--- config.mk ---
export PLATFORM = sky130hd
export DESIGN_NAME = button_conditioner
export DESIGN_NICKNAME = d
export VERILOG_FILES = /design/src/rtl/button_conditioner.sv
export SDC_FILE = /design/constraint.sdc
export NUM_CORES = 1
export LEC_CHECK = 0
export BUFFER_PORTS_ARGS = -buffer_cell sky130_fd_sc_hd__buf_2
export CAP_MARGIN = 20
export CORE_MARGIN = 2
export CORE_UTILIZATION = 25
export DETAILED_ROUTE_END_ITERATION = 10
export GPL_TIMING_DRIVEN = 0
export PLACE_DENSITY_LB_ADDON = 0.25
export REMOVE_ABC_BUFFERS = 1
export SKIP_CTS_REPAIR_TIMING = 1
export SYNTH_ARGS = -nofsm -noshare
export SYNTH_HDL_FRONTEND = slang
export SYNTH_SLANG_ARGS = --single-unit
--- constraint.sdc ---
create_clock -name clk -period 4.6 [get_ports clk]
set_input_delay 0.69 -clock clk [delete_from_list [all_inputs] [get_ports clk]]
set_output_delay 0.69 -clock clk [all_outputs]
set_load 0.005 [all_outputs]
--- src/rtl/button_conditioner.sv ---
// rtl/button_conditioner.sv - per-button synchroniser, debouncer and press/hold/repeat event generator
module button_conditioner #(
    parameter int NUM_BTN         = 5,
    parameter int SYNC_STAGES     = 2,
    parameter int DEBOUNCE_CYCLES = 1_000_000,
    parameter int HOLD_CYCLES     = 15_000_000,
    parameter int REPEAT_CYCLES   = 25_000_000
) (
    input  logic               clk,
    input  logic               reset,
    input  logic [NUM_BTN-1:0] btn_raw,
    output logic [NUM_BTN-1:0] btn_level,
    output logic [NUM_BTN-1:0] btn_press,
    output logic [NUM_BTN-1:0] btn_release,
    output logic [NUM_BTN-1:0] btn_hold,
    output logic [NUM_BTN-1:0] btn_repeat
);

    // Debounce counter only ever reaches DEBOUNCE_CYCLES-1 before it is cleared.
    localparam int DEB_W = (DEBOUNCE_CYCLES < 1) ? 1 : $clog2(DEBOUNCE_CYCLES + 1);
    localparam logic [DEB_W-1:0] DEB_LAST = DEB_W'(DEBOUNCE_CYCLES - 1);

    // One counter serves both the hold and the repeat interval, so size it for the larger one.
    localparam int HLD_LIMIT = (HOLD_CYCLES > REPEAT_CYCLES) ? HOLD_CYCLES : REPEAT_CYCLES;
    localparam int HLD_W     = (HLD_LIMIT < 1) ? 1 : $clog2(HLD_LIMIT + 1);
    localparam logic [HLD_W-1:0] HOLD_LAST   = HLD_W'(HOLD_CYCLES - 1);
    localparam logic [HLD_W-1:0] REPEAT_LAST = HLD_W'(REPEAT_CYCLES - 1);
    localparam logic [HLD_W-1:0] HLD_MAX     = {HLD_W{1'b1}};

    typedef enum logic [1:0] {
        ST_IDLE    = 2'd0,
        ST_PRESSED = 2'd1,
        ST_HELD    = 2'd2
    } state_t;

    for (genvar i = 0; i < NUM_BTN; i++) begin : g_ch

        logic [SYNC_STAGES-1:0] sync_q;
        logic                   sync_bit;
        logic [DEB_W-1:0]       deb_cnt;
        logic                   level_q;
        logic                   settle;
        logic                   rise_now;
        logic                   fall_now;
        logic                   press_q;
        logic                   release_q;

        state_t                 state_q;
        state_t                 state_d;
        logic [HLD_W-1:0]       hold_cnt_q;
        logic [HLD_W-1:0]       hold_cnt_d;
        logic [HLD_W-1:0]       hold_cnt_inc;
        logic                   hold_d;
        logic                   repeat_d;
        logic                   hold_q;
        logic                   repeat_q;

        // Metastability chain: the raw pin enters at bit 0, the settled value leaves at the top bit.
        always_ff @(posedge clk or negedge reset) begin
            if (!reset) begin
                sync_q <= '0;
            end else begin
                sync_q <= {sync_q[SYNC_STAGES-2:0], btn_raw[i]};
            end
        end

        assign sync_bit = sync_q[SYNC_STAGES-1];

        // The level flips on the edge where a mismatch has survived DEBOUNCE_CYCLES consecutive cycles.
        assign settle   = (sync_bit != level_q) && (deb_cnt == DEB_LAST);
        assign rise_now = settle &  sync_bit;
        assign fall_now = settle & ~sync_bit;

        // Debounce counter and debounced level; any return to the current level restarts the count.
        always_ff @(posedge clk or negedge reset) begin
            if (!reset) begin
                deb_cnt <= '0;
                level_q <= 1'b0;
            end else if (sync_bit == level_q) begin
                deb_cnt <= '0;
            end else if (deb_cnt == DEB_LAST) begin
                deb_cnt <= '0;
                level_q <= sync_bit;
            end else begin
                deb_cnt <= deb_cnt + DEB_W'(1);
            end
        end

        // Edge pulses are registered alongside the level so they appear in its first new cycle.
        always_ff @(posedge clk or negedge reset) begin
            if (!reset) begin
                press_q   <= 1'b0;
                release_q <= 1'b0;
            end else begin
                press_q   <= rise_now;
                release_q <= fall_now;
            end
        end

        assign hold_cnt_inc = (hold_cnt_q == HLD_MAX) ? hold_cnt_q : hold_cnt_q + HLD_W'(1);

        // Hold/repeat sequencing; a release on the same edge wins over a pending hold or repeat.
        always_comb begin
            state_d    = state_q;
            hold_cnt_d = hold_cnt_inc;
            hold_d     = 1'b0;
            repeat_d   = 1'b0;
            case (state_q)
                ST_IDLE: begin
                    hold_cnt_d = '0;
                    if (rise_now) begin
                        state_d = ST_PRESSED;
                    end
                end
                ST_PRESSED: begin
                    if (fall_now) begin
                        state_d    = ST_IDLE;
                        hold_cnt_d = '0;
                    end else if (hold_cnt_q == HOLD_LAST) begin
                        state_d    = ST_HELD;
                        hold_cnt_d = '0;
                        hold_d     = 1'b1;
                    end
                end
                ST_HELD: begin
                    if (fall_now) begin
                        state_d    = ST_IDLE;
                        hold_cnt_d = '0;
                    end else if (hold_cnt_q == REPEAT_LAST) begin
                        hold_cnt_d = '0;
                        repeat_d   = 1'b1;
                    end
                end
                default: begin
                    state_d    = ST_IDLE;
                    hold_cnt_d = '0;
                end
            endcase
        end

        // State, interval counter and registered hold/repeat pulses.
        always_ff @(posedge clk or negedge reset) begin
            if (!reset) begin
                state_q    <= ST_IDLE;
                hold_cnt_q <= '0;
                hold_q     <= 1'b0;
                repeat_q   <= 1'b0;
            end else begin
                state_q    <= state_d;
                hold_cnt_q <= hold_cnt_d;
                hold_q     <= hold_d;
                repeat_q   <= repeat_d;
            end
        end

        assign btn_level[i]   = level_q;
        assign btn_press[i]   = press_q;
        assign btn_release[i] = release_q;
        assign btn_hold[i]    = hold_q;
        assign btn_repeat[i]  = repeat_q;
    end

endmodule

# ---- After elaboration in Yosys (flattened, before gate mapping)
# Index checks and enable logic that the tools add are counted.
dict set report word_totals {
  register_bits 270
  elab_cells 245
}
dict set report op_classes {
  n_eq_ne 55
  add_sub_neg 10
  bitwise 20
  mux 95
  n_reduce_logical 20
}
# cell n
set op_table {}
lappend op_table {{$mux W25} 25}
lappend op_table {{$eq A25 B25 Y1 const B} 10}
lappend op_table {{$pmux W25 S2} 5}
lappend op_table {{$mux W20} 10}
lappend op_table {{$add A25 B1 Y25 const B} 5}
lappend op_table {{$eq A25 B24 Y1 const B} 5}
lappend op_table {{$add A20 B1 Y20 const B} 5}
lappend op_table {{$eq A20 B20 Y1 const B} 5}
lappend op_table {{$mux W2} 20}
lappend op_table {{$mux W1} 30}
lappend op_table {{$pmux W2 S3} 5}
lappend op_table {{$ne A2 B2 Y1 const B} 10}
lappend op_table {{$ne A3 B3 Y1 const B} 5}
lappend op_table {{$reduce_and A3 Y1} 5}
lappend op_table {{$and A1 B1 Y1} 10}
lappend op_table {{$eq A2 B1 Y1 const B} 5}
lappend op_table {{$eq A2 B2 Y1 const B} 5}
lappend op_table {{$logic_not A2 Y1} 5}
lappend op_table {{$not A1 Y1} 10}
lappend op_table {{$reduce_and A2 Y1} 5}
lappend op_table {{$eq A1 B1 Y1} 5}
lappend op_table {{$logic_and A1 B1 Y1} 5}
lappend op_table {{$ne A1 B1 Y1} 5}

# ---- Depth between registers and ports, before layout
dict set report depth {
  depth_word 5
  mapped_depth 8
  mapped_depth_nobuf 7
}

# ---- Least setup slack after synthesis
# OpenSTA, ideal clock, no wires.
dict set report synth_timing {
  kind {reg2reg}
  from {register g_ch[2].deb_cnt[6]}
  to {register g_ch[2].hold_cnt_q[24]}
  path_buffers 1
  setup_ns 0.121
  stages_incl_launch_ff 7
  arrival_ns 2.198
  synth_period_minus_slack_ns 2.319
  setup_slack_ns 2.281
  path_cell_list {dfrtp_1 -> or4_1 -> or4_4 -> or3_4 -> o211ai_4 -> buf_6 -> nor2_1}
}
dict set report synth_between {
  elab_chain_cells 5
  word_cells_on_any_way 6
  classes_between {1 x eq/ne; 3 x mux; 1 x bitwise; 1 x reduce/logical}
}
# element line_no
set synth_lines {}
lappend synth_lines {{start: declaration} 40} ;# logic [DEB_W-1:0] deb_cnt;
lappend synth_lines {{start signal: assignment} 85} ;# deb_cnt <= deb_cnt + DEB_W'(1);
lappend synth_lines {{$eq A20 B20 Y1 *} 70} ;# assign settle = (sync_bit != level_q) && (deb_cnt == DEB_LAST);
lappend synth_lines {{$logic_and A1 B1 Y1 *} 70}
lappend synth_lines {{$and A1 B1 Y1 *} 72} ;# assign fall_now = settle & ~sync_bit;
lappend synth_lines {{$mux W25 (on tied branches)} {126, 116}}
lappend synth_lines {{$pmux W25 S2 *} 108} ;# case (state_q)
lappend synth_lines {{via g_ch[2].hold_cnt_d[24]} 51} ;# logic [HLD_W-1:0] hold_cnt_d;
lappend synth_lines {{end signal: assignment} 150} ;# hold_cnt_q <= hold_cnt_d;
lappend synth_lines {{end: declaration} 50} ;# logic [HLD_W-1:0] hold_cnt_q;
# The timed path passes the listed nets; every way through them passes the cells marked *.
# A chain may end at the register's enable or synchronous reset.

# ---- Final worst setup path
dict set report layout_timing {
  from {register g_ch[2].hold_cnt_q[0]}
  to {register g_ch[2].hold_cnt_q[23]}
}
dict set report layout_between {
  elab_chain_cells 5
  word_cells_on_any_way 10
  classes_between {1 x add/sub; 3 x eq/ne; 6 x mux}
}
# element line_no
set layout_lines {}
lappend layout_lines {{$add A25 B1 Y25 or $eq A25 B25 Y1 (tied branches)} 100} ;# assign hold_cnt_inc = (hold_cnt_q == HLD_MAX) ? hold_cnt_q : hold_cnt_q + HLD_W'(1);
lappend layout_lines {{$mux W25} 100}
lappend layout_lines {{$mux W25 (on tied branches)} {129, 119}}
lappend layout_lines {{$mux W25 (on tied branches)} {126, 116}}
lappend layout_lines {{$pmux W25 S2 *} 108}
lappend layout_lines {{via g_ch[2].hold_cnt_d[23]} 51}
# Marked as above.

==> results.toml <==
[timing]
slew_headroom_pct = 40.6
fmax_ghz = 0.362
setup_tns_ps = 0
rsz0062_at_grt = "no"
slew_violations = 0
period_minus_slack_ps = 2760
worst_pin_slew_ps = 884
fin_crit_sh_pct = 60.0
setup_viol = 0
fin_skew_ps = 18.8
hold_viol = 0

[final_layout]
final_cell_mix = "dfrtp_1, nor2_1, nand3_1"
final_util_pct = 28.9
layout.nets = 1556
final_common_cell = "dfrtp_1"
diodes = 0
areaGrowthSynthToFinish_pct = 13.7
drive_gt1_share_pct = 8.85

[critical_path]
criticalPathCategory = "flip-flop to flip-flop"
worstSetupEndpointType = "flip-flop"
start_kind = "flip-flop"
slowest_delay_ps = 660
cp_slowest_cell = "o211ai_4"
required_ps = 4990
path_delay_family = "compound AO/OA/AOI/OAI gates"
worst-endpoint-arrival_ps = 3150
path_cells = "ha_1, inv_1, nor4_2, buf_4, a41oi_1, o211ai_4, nor2_1"
worstPathMaxFanout = 25
path_buf_inv = 2

[floorplanning]
initial_core_util_pct = 25.4
boundaryPins = 32
die_h_um = 244
fp.dieW_um = 244
row_count = 87
dieArea_um2 = 59600
core_um2 = 56700

[cts]
cts_tree = "built"
clkTransAtPathRegs_ps = 60
htree_levels = 2
numCtsBuffers = 36
cts_buffer_depth = 3
clock_latency_ps = 540
cts.sinks = 270
cts_root_buffer = "clkbuf_16"

[synth]
synth.distinct_cells = 70
yosysWarningCount = 0
yosysSeqAreaShare_pct = 46.9
syn_area_per_cell_um2 = 9.51
syn_inst = 1515
synth_edf_count = 0
yosys_most_used_dff = "dfrtp_1"
async_flop_share_pct = 100
synth-seq-cells = 270
syn_area_um2 = 14400

[drt]
totalWireLength_um = 31200
vias = 11000
drt_iter0_drc = 576
postRouteAntennaNets = 0
drt_first_pass_iters = 5
wire_per_inst_um = 13.5
drc = 0
routed_via_density = 4.77

[grt]
grt_pass1_wl_um = 54700
antenna_found_initial = 1
grt_pass1_vias = 11000
grt_overflow_total = 0
grt_max_degree = 111
grtUsageTotal_pct = 10.8

[run_status]
status = "finished, final reports clean"

[pwr]
leakagePower_nw = 6.26
power_density_nw_per_um2 = 315
vdd_drop_max_mv = 0.226
report.power.total_mw = 5.16

[place]
hpwl_um = 20500
numPortBuffers = 31
place_congestion = 0.785

[worst_hold_path]
min_path_type = "input port to asynchronous set/reset pin"

[run]
drv_cap = 0
==> power by group <==
part | switching (mW) | internal (mW)
combinational | 0.0738 | 0.0224
clock | 1.07 | 1.58
sequential | 0.0151 | 2.39
total | 1.16 | 4.00
==> path summary, 6_finish.rpt <==
path / startpoint / endpoint / slack, ps / cells past startpoint
worst max-delay path: g_ch[2].hold_cnt_q[0] / g_ch[2].hold_cnt_q[23] / 1840 / 7
min in group clk: btn_raw[1] / g_ch[1].sync_q[0] / 250 / 1
worst min register to register: g_ch[0].sync_q[0] / g_ch[0].sync_q[1] / 350 / 0
worst max register to register: g_ch[2].hold_cnt_q[0] / g_ch[2].hold_cnt_q[23] / 1840 / 7
worst min-delay path: reset / g_ch[1].deb_cnt[14] / 150 / 1
max in group asynchronous: reset / g_ch[4].hold_cnt_q[16] / 3390 / 2
==> synthesized netlist by cell type, types with 31 or more instances <==
master | n | share of area (%)
a21oi_1 | 55 | 1.9
and3_1 | 37 | 1.6
buf_4 | 31 | 1.6
dfrtp_1 | 270 | 47
inv_1 | 38 | 0.99
nand2_1 | 96 | 2.5
nand3_1 | 105 | 3.6
nand4_1 | 66 | 2.9
nor2_1 | 222 | 5.8
nor3_1 | 31 | 1.1
nor4_1 | 41 | 1.8
o21ai_0 | 31 | 1.1
or4_1 | 32 | 1.7
xnor2_1 | 89 | 5.4
xor2_1 | 73 | 4.4
==> cell families (layout without fill, tap and decap cells) <==
| family | after synthesis | in the layout | synth area share [%] |
|---|---|---|---|
| AND/OR/NAND/NOR | 766 | 766 | 28.5 |
| flip-flops | 270 | 270 | 46.9 |
| AO/OA/AOI/OAI | 171 | 171 | 7.86 |
| XOR/XNOR | 162 | 162 | 9.85 |
| buffers and inverters | 111 | 144 | 4.00 |
| adder cells (fa/ha/maj) | 25 | 25 | 2.17 |
| multiplexers | 10 | 10 | 0.738 |
==> cell type report <==
type	instances	area, um2
Sequential cell	270	6760
Clock inverter	12	73.8
Tap cell	756	946
Clock buffer	50	1040
Timing Repair Buffer	44	324
Multi-Input combinational cell	1134	7090
Inverter	38	143
Fill cell	5930	40300
==> worst register-to-register path: cells and delay by family (launching register included) <==
| family | cells | cell delay [ps] |
|---|---|---|
| simple gates | 2 | 780 |
| compound gates | 2 | 840 |
| fa+ha+maj | 1 | 260 |
| buf+inv | 2 | 370 |
| flops | 1 | 370 |
==> layer usage <==
metal | wire length (um) | part of all wire, % | vias up | track usage, %
li1 | - | - | 5451 | -
met4 | 801 | 2.6 | 0 | 3.86
met5 | 0 | 0 | - | 0
met2 | 14000 | 45 | 116 | 17.0
met3 | 1140 | 3.7 | 62 | 2.32
met1 | 15300 | 49 | 5362 | 14.5
==> metrics by stage <==
stage	setup WS [ps]	area [um2]	std cells	hold WS (ps)
6_report	1840	16400	2304	153
5_1_grt	1560	16400	2304	196
3_3_place_gp	-2470	15100	2229	333
4_1_cts	1580	16300	2299	162
2_1_floorplan	1750	14000	1442	331
3_5_place_dp	1590	15200	2237	339
==> flip-flops by register name (all words and copies together) (netlist names) <==
register	flops
g_ch.state_q	10
g_ch.deb_cnt	100
g_ch.level_q	5
g_ch.press_q	5
g_ch.repeat_q	5
g_ch.hold_cnt_q	125
g_ch.hold_q	5
g_ch.release_q	5
g_ch.sync_q	10
(Power assumes the default switching activity.)
